File: config.mk
export PLATFORM = sky130hd
export DESIGN_NAME = snitch_clint_ctrl
export DESIGN_NICKNAME = d
export VERILOG_FILES = /design/src/rtl/snitch_clint_pkg.sv /design/src/rtl/snitch_clint_timer.sv /design/src/rtl/snitch_clint_ctrl.sv
export SDC_FILE = /design/constraint.sdc
export NUM_CORES = 2
export LEC_CHECK = 0
export BUFFER_PORTS_ARGS = -buffer_cell sky130_fd_sc_hd__buf_2
export CAP_MARGIN = 20
export CORE_MARGIN = 2
export CORE_UTILIZATION = 65
export CTS_BUF_LIST = sky130_fd_sc_hd__clkbuf_4 sky130_fd_sc_hd__clkbuf_8
export CTS_CLUSTER_DIAMETER = 60
export DETAILED_ROUTE_END_ITERATION = 16
export PLACE_DENSITY_LB_ADDON = 0.08
export SYNTH_ARGS = -nofsm -noshare
export SYNTH_HDL_FRONTEND = slang
export SYNTH_SLANG_ARGS = --single-unit
File: constraint.sdc
create_clock -name clk_i -period 4 [get_ports clk_i]
set_input_delay 0.8 -clock clk_i [delete_from_list [all_inputs] [get_ports clk_i]]
set_output_delay 0.8 -clock clk_i [all_outputs]
set_load 0.1 [all_outputs]
File: src/rtl/snitch_clint_pkg.sv
`default_nettype none
// ============================================================================
// snitch_clint_pkg -- CLINT offset map, register-port structs and helpers
// Revision: 1.0
// ============================================================================
package snitch_clint_pkg;

   localparam logic [31:0] MsipBase     = 32'h0000_0000;
   localparam logic [31:0] MtimecmpBase = 32'h0000_4000;
   localparam logic [31:0] MtimeLo      = 32'h0000_BFF8;
   localparam logic [31:0] MtimeHi      = 32'h0000_BFFC;

   typedef struct packed {
      logic        write;
      logic [31:0] addr;
      logic [31:0] wdata;
      logic [3:0]  wstrb;
   } clint_req_t;

   typedef struct packed {
      logic [31:0] rdata;
      logic        error;
   } clint_rsp_t;

   // MSIP entries are 4 bytes apart, MTIMECMP entries 8 bytes apart.
   function automatic logic [31:0] hart_idx(input logic [31:0] addr);
      if (addr >= MtimecmpBase) begin
         return (addr - MtimecmpBase) >> 3;
      end
      return (addr - MsipBase) >> 2;
   endfunction

   function automatic logic [31:0] strb_merge(input logic [31:0] old_val,
                                              input logic [31:0] wdata,
                                              input logic [3:0]  wstrb);
      logic [31:0] res;
      res = old_val;
      for (int b = 0; b < 4; b++) begin
         if (wstrb[b]) begin
            res[8*b +: 8] = wdata[8*b +: 8];
         end
      end
      return res;
   endfunction

endpackage
`default_nettype wire

File: src/rtl/snitch_clint_timer.sv
`default_nettype none
// ============================================================================
// snitch_clint_timer -- prescaler plus shared 64-bit mtime with split lo/hi writes
// Revision: 1.0
// ============================================================================
module snitch_clint_timer
   import snitch_clint_pkg::*;
#(
   parameter int unsigned PrescaleDiv = 1
) (
   input  logic        clk_i,
   input  logic        rst_ni,
   input  logic        lo_we_i,
   input  logic        hi_we_i,
   input  logic [31:0] wdata_i,
   input  logic [3:0]  wstrb_i,
   output logic        tick_o,
   output logic [63:0] mtime_o
);

   localparam int unsigned PsWidth = (PrescaleDiv > 1) ? $clog2(PrescaleDiv) : 1;
   localparam logic [PsWidth-1:0] PsMax = PsWidth'(PrescaleDiv - 1);

   logic [PsWidth-1:0] ps_q, ps_d;
   logic [63:0]        mtime_q, mtime_d;

   assign tick_o  = (ps_q == PsMax);
   assign mtime_o = mtime_q;

   // A software write beats the tick; the unwritten half keeps its old value, no carry.
   always_comb begin
      ps_d    = tick_o ? '0 : ps_q + PsWidth'(1);
      mtime_d = tick_o ? mtime_q + 64'd1 : mtime_q;
      if (lo_we_i || hi_we_i) begin
         mtime_d = mtime_q;
      end
      if (lo_we_i) begin
         mtime_d[31:0] = strb_merge(mtime_q[31:0], wdata_i, wstrb_i);
      end
      if (hi_we_i) begin
         mtime_d[63:32] = strb_merge(mtime_q[63:32], wdata_i, wstrb_i);
      end
   end

   always_ff @(posedge clk_i or negedge rst_ni) begin
      if (!rst_ni) begin
         ps_q    <= '0;
         mtime_q <= '0;
      end else begin
         ps_q    <= ps_d;
         mtime_q <= mtime_d;
      end
   end

endmodule
`default_nettype wire

File: src/rtl/snitch_clint_ctrl.sv
`default_nettype none
// ============================================================================
// snitch_clint_ctrl -- CLINT: register decode, per-hart MSIP/MTIMECMP, mtip compare
// Revision: 1.0
// ============================================================================
module snitch_clint_ctrl
   import snitch_clint_pkg::*;
#(
   parameter int unsigned NrCores     = 9,
   parameter int unsigned AddrWidth   = 16,
   parameter int unsigned PrescaleDiv = 1
) (
   input  logic                 clk_i,
   input  logic                 rst_ni,
   input  logic                 req_valid_i,
   output logic                 req_ready_o,
   input  logic                 req_write_i,
   input  logic [AddrWidth-1:0] req_addr_i,
   input  logic [31:0]          req_wdata_i,
   input  logic [3:0]           req_wstrb_i,
   output logic                 rsp_valid_o,
   input  logic                 rsp_ready_i,
   output logic [31:0]          rsp_rdata_o,
   output logic                 rsp_error_o,
   output logic [NrCores-1:0]   msip_o,
   output logic [NrCores-1:0]   mtip_o
);

   localparam logic [31:0] CmpEnd = MtimecmpBase + 32'(NrCores * 8);

   clint_req_t         req;
   clint_rsp_t         rsp_d, rsp_q;
   logic               rsp_valid_q;
   logic [31:0]        hart;
   logic               aligned, is_msip, is_cmp, cmp_hi, is_lo, is_hi;
   logic               err, accept, wr_en;
   logic [31:0]        rdata;
   logic [NrCores-1:0] msip_d, msip_q, mtip_d, mtip_q;
   logic [63:0]        mtimecmp_d [NrCores];
   logic [63:0]        mtimecmp_q [NrCores];
   logic [63:0]        mtime;
   logic               tick_unused;

   assign req = '{write: req_write_i, addr: 32'(req_addr_i),
                  wdata: req_wdata_i, wstrb: req_wstrb_i};

   assign hart    = hart_idx(req.addr);
   assign aligned = (req.addr[1:0] == 2'b00);
   assign is_msip = (req.addr < MtimecmpBase) && (hart < 32'(NrCores));
   assign is_cmp  = (req.addr >= MtimecmpBase) && (req.addr < CmpEnd);
   assign cmp_hi  = req.addr[2];
   assign is_lo   = (req.addr == MtimeLo);
   assign is_hi   = (req.addr == MtimeHi);
   assign err     = !aligned || !(is_msip || is_cmp || is_lo || is_hi);

   assign req_ready_o = !rsp_valid_q || rsp_ready_i;
   assign accept      = req_valid_i && req_ready_o;
   assign wr_en       = accept && req.write && !err;

   snitch_clint_timer #(
      .PrescaleDiv (PrescaleDiv)
   ) i_timer (
      .clk_i   (clk_i),
      .rst_ni  (rst_ni),
      .lo_we_i (wr_en && is_lo),
      .hi_we_i (wr_en && is_hi),
      .wdata_i (req.wdata),
      .wstrb_i (req.wstrb),
      .tick_o  (tick_unused),
      .mtime_o (mtime)
   );

   // Read data reflects register state before any write in the same cycle.
   always_comb begin
      rdata = '0;
      for (int h = 0; h < NrCores; h++) begin
         if (hart == 32'(h)) begin
            if (is_msip) begin
               rdata = {31'b0, msip_q[h]};
            end
            if (is_cmp) begin
               rdata = cmp_hi ? mtimecmp_q[h][63:32] : mtimecmp_q[h][31:0];
            end
         end
      end
      if (is_lo) begin
         rdata = mtime[31:0];
      end
      if (is_hi) begin
         rdata = mtime[63:32];
      end
   end

   always_comb begin
      msip_d     = msip_q;
      mtimecmp_d = mtimecmp_q;
      for (int h = 0; h < NrCores; h++) begin
         if (wr_en && hart == 32'(h)) begin
            if (is_msip && req.wstrb[0]) begin
               msip_d[h] = req.wdata[0];
            end
            if (is_cmp && cmp_hi) begin
               mtimecmp_d[h][63:32] = strb_merge(mtimecmp_q[h][63:32], req.wdata, req.wstrb);
            end
            if (is_cmp && !cmp_hi) begin
               mtimecmp_d[h][31:0] = strb_merge(mtimecmp_q[h][31:0], req.wdata, req.wstrb);
            end
         end
      end
   end

   for (genvar h = 0; h < NrCores; h++) begin : g_mtip
      assign mtip_d[h] = (mtime >= mtimecmp_q[h]);
   end

   always_ff @(posedge clk_i or negedge rst_ni) begin
      if (!rst_ni) begin
         msip_q <= '0;
         mtip_q <= '0;
         for (int h = 0; h < NrCores; h++) begin
            mtimecmp_q[h] <= '1;
         end
      end else begin
         msip_q     <= msip_d;
         mtip_q     <= mtip_d;
         mtimecmp_q <= mtimecmp_d;
      end
   end

   assign rsp_d = '{rdata: (req.write || err) ? 32'h0 : rdata, error: err};

   always_ff @(posedge clk_i or negedge rst_ni) begin
      if (!rst_ni) begin
         rsp_valid_q <= 1'b0;
         rsp_q       <= '0;
      end else if (accept) begin
         rsp_valid_q <= 1'b1;
         rsp_q       <= rsp_d;
      end else if (rsp_ready_i) begin
         rsp_valid_q <= 1'b0;
      end
   end

   assign rsp_valid_o = rsp_valid_q;
   assign rsp_rdata_o = rsp_q.rdata;
   assign rsp_error_o = rsp_q.error;
   assign msip_o      = msip_q;
   assign mtip_o      = mtip_q;

endmodule
`default_nettype wire

==> results.json <==
{
  "crit_path_start_kind": "flop",
  "pin_count": 110,
  "power.leakage_nw": 21.9,
  "synth_ff_type": "dfstp_2",
  "cts_setup_buffers": 0,
  "routed_wl_um": 181000,
  "root_buffer": "clkbuf_8",
  "rrSetupSlack_ns": 0.15,
  "synth_cell_type_count": 71,
  "async_reset_ff_share_pct": 100,
  "synth_area_sq_um": 48200,
  "synth_top_area_share_pct": 31.4,
  "core_area_sq_um": 73200,
  "maxSlewViolCount": 0,
  "cts_sinks": 692,
  "crit_type": "reg -> reg",
  "ant_nets": 0,
  "irDropWorstVdd_mv": 0.278,
  "r2r_end": "mtip_o[3]",
  "synth_top_family_by_area": "multiplexers",
  "crit_path_start": "i_timer.mtime_o[28]",
  "cts_tree": "yes",
  "total_power_mw": 15.0,
  "overflow": 0,
  "grt_pass1_vias": 40600,
  "grt_pass1_wl_um": 263000,
  "cts_buffer_depth": 3,
  "syn_avg_cell_area_sq_um": 10.1,
  "grt_start_max_net_pins": 118,
  "synth_compound_area_share_pct": 13.5,
  "nFillCells": 5478,
  "worstSkewPairLatency_ns": 0.79,
  "via_count": 41200,
  "arrival_ns": 4.46,
  "postSynthCellCount": 4776,
  "antenna_found_initial": 12,
  "die_h_um": 276,
  "rsz0062_at_grt": "false",
  "yosys.area.top_type": "dfstp_2",
  "worstPathRequired_ns": 4.61,
  "port_buffers": 109,
  "die_x_um": 276,
  "syn_nets": 5414,
  "hold_class": "in -> async",
  "cap_violations": 0,
  "setup_ws_ns": 0.148,
  "cts_max_level": 3,
  "synth_common_cells": "inv_1 (599), mux2_2 (590), ha_1 (581), dfstp_2 (576), a21oi_1 (281)",
  "ys_seq_area_share_pct": 37.4,
  "grt_usage_pct": 46.7,
  "place_congestion": 1.03,
  "min_period_over_period_pct": 96.3,
  "synthAdderAreaFrac_pct": 15.1,
  "fin_nets": 5698,
  "wl_per_cell_um": 29.5,
  "status": "completed",
  "synth-xor-area-share_pct": 0,
  "cts_resized": 0,
  "viasPerCell": 6.73,
  "worst_pin_slew_ns": 1.11,
  "clk_pin_slew_ns": 0.07,
  "holdBufCountCts": 0,
  "synth_warnings": 0,
  "first_iter_violations": 4783,
  "synth-edff-count": 0,
  "num_rows": 99,
  "finalCriticalPeriod_ns": 3.85,
  "power.density_nw_per_um2": 278,
  "synth_area_leaders": "dfstp_2 (31%), ha_1 (15%), mux2_2 (14%)",
  "setup_violations": 0,
  "initial_core_util_pct": 65.9,
  "synth_most_common_cell": "inv_1",
  "hold_viol": 0,
  "numCtsBuffers": 118,
  "hpwlAfterDp_um": 132000,
  "dieArea_sq_um": 76400,
  "max_slew_margin_pct": 26.1,
  "ys_ff_latch": 692,
  "r2r_start": "i_timer.mtime_o[28]",
  "area_growth_pct": 12.0,
  "worstSetupEndpointType": "flop",
  "synth-simple-area-share_pct": 8.71,
  "worst-r2r-cell-count": 7,
  "synthMuxAreaShare_pct": 19.2,
  "pre_cts_ws_ns": -0.0845,
  "skew_ns": 0.0354,
  "fmax_ghz": 0.260,
  "path_max_fanout": 7,
  "detail_route.first_pass.iterations": 6,
  "drc": 0,
  "layout-drive-gt1-share_pct": 35.7
}
-- report_power, final --
group,internal (mW),switching [mW],leakage [nW]
Sequential,7.04,0.00757,7.32
Combinational,0.219,0.678,13.1
Clock,3.93,3.13,1.39
-- metrics by stage --
stage / utilization [%] / cell area (sq um) / hold WS, ns / std cells / TNS [ns]
floorplan: - / 48200 / 0.487 / 4776 / 0
global placement: 70.2 / 51400 / 0.459 / 5899 / -0.542
detailed placement: 70.2 / 51400 / 0.469 / 5899 / -7.34
CTS: 73.8 / 54000 / 0.0315 / 6115 / 0
global route: 73.8 / 54000 / 0.0300 / 6116 / 0
finish: 73.8 / 54000 / 0.0282 / 6122 / 0
-- routing by layer --
metal / share of wire [%] / global-route usage, % / vias up
met5: 0.076 / 0.750 / -
met1: 37 / 57.3 / 20000
li1: - / - / 17800
met4: 10 / 38.4 / 10
met3: 12 / 13.8 / 828
met2: 42 / 68.0 / 2493
-- cell type report --
cell class / instances / area, sq um / share of cell area (%)
timing repair buffer: 350 / 2610 / 4.84
clock buffer: 197 / 2470 / 4.57
multi-input combinational: 3298 / 27300 / 50.5
clock inverter: 19 / 138 / 0.255
antenna: 7 / 17.5 / 0.0324
inverter: 600 / 2250 / 4.17
tap: 959 / 1200 / 2.22
sequential: 692 / 18000 / 33.4
-- sequential cells by signal, indices dropped and copies added (netlist names) --
register,flops
rsp_rdata_o,32
rsp_valid_o,1
msip_o,9
mtip_o,9
mtimecmp_q,576
i_timer.mtime_o,64
rsp_error_o,1
-- layout by cell type, fill, tap and decap left out, types with 68 or more instances in the layout --
cell type,count
mux2i_1,256
inv_1,599
mux2_2,590
nor2_1,164
nand2_1,232
buf_2,107
dfrtp_1,116
a21o_1,146
o21ai_0,234
dfstp_2,576
o22ai_1,127
a21oi_1,281
buf_4,222
ha_1,581
clkbuf_8,158
nand4_1,121
nand3_1,68
-- worst max-delay path by stage --
| stage | slack, ns | cells after the start | end |
|---|---|---|---|
| 2_1_floorplan | 0.25 | 10 | i_timer.mtime_o[9] |
| 3_3_place_gp | -0.02 | 11 | mtimecmp_q[205] |
| 3_5_place_dp | -0.08 | 11 | mtimecmp_q[384] |
| 4_1_cts | 0.38 | 12 | mtip_o[4] |
| 5_1_grt | 0.16 | 12 | mtip_o[4] |
| 6_report | 0.15 | 7 | mtip_o[3] |
-- critical path: stages (launching register included) --
cell     delay (ns)
dfrtp_1        0.65
ha_1           0.44
nand4_1        0.09
nor2_1         0.56
nand4_1        0.45
a31oi_1        0.79
nor3_1         0.07
o21ai_0        0.61
-- kinds of logic after synthesis --
| family | Yosys count |
|---|---|
| DFF | 692 |
| and+or+nand+nor | 832 |
| muxes | 851 |
| AOI/OAI and AO/OA | 1034 |
| buffers and inverters | 786 |
| adders and majority gates | 581 |
Power figures use the tool's default switching activity.
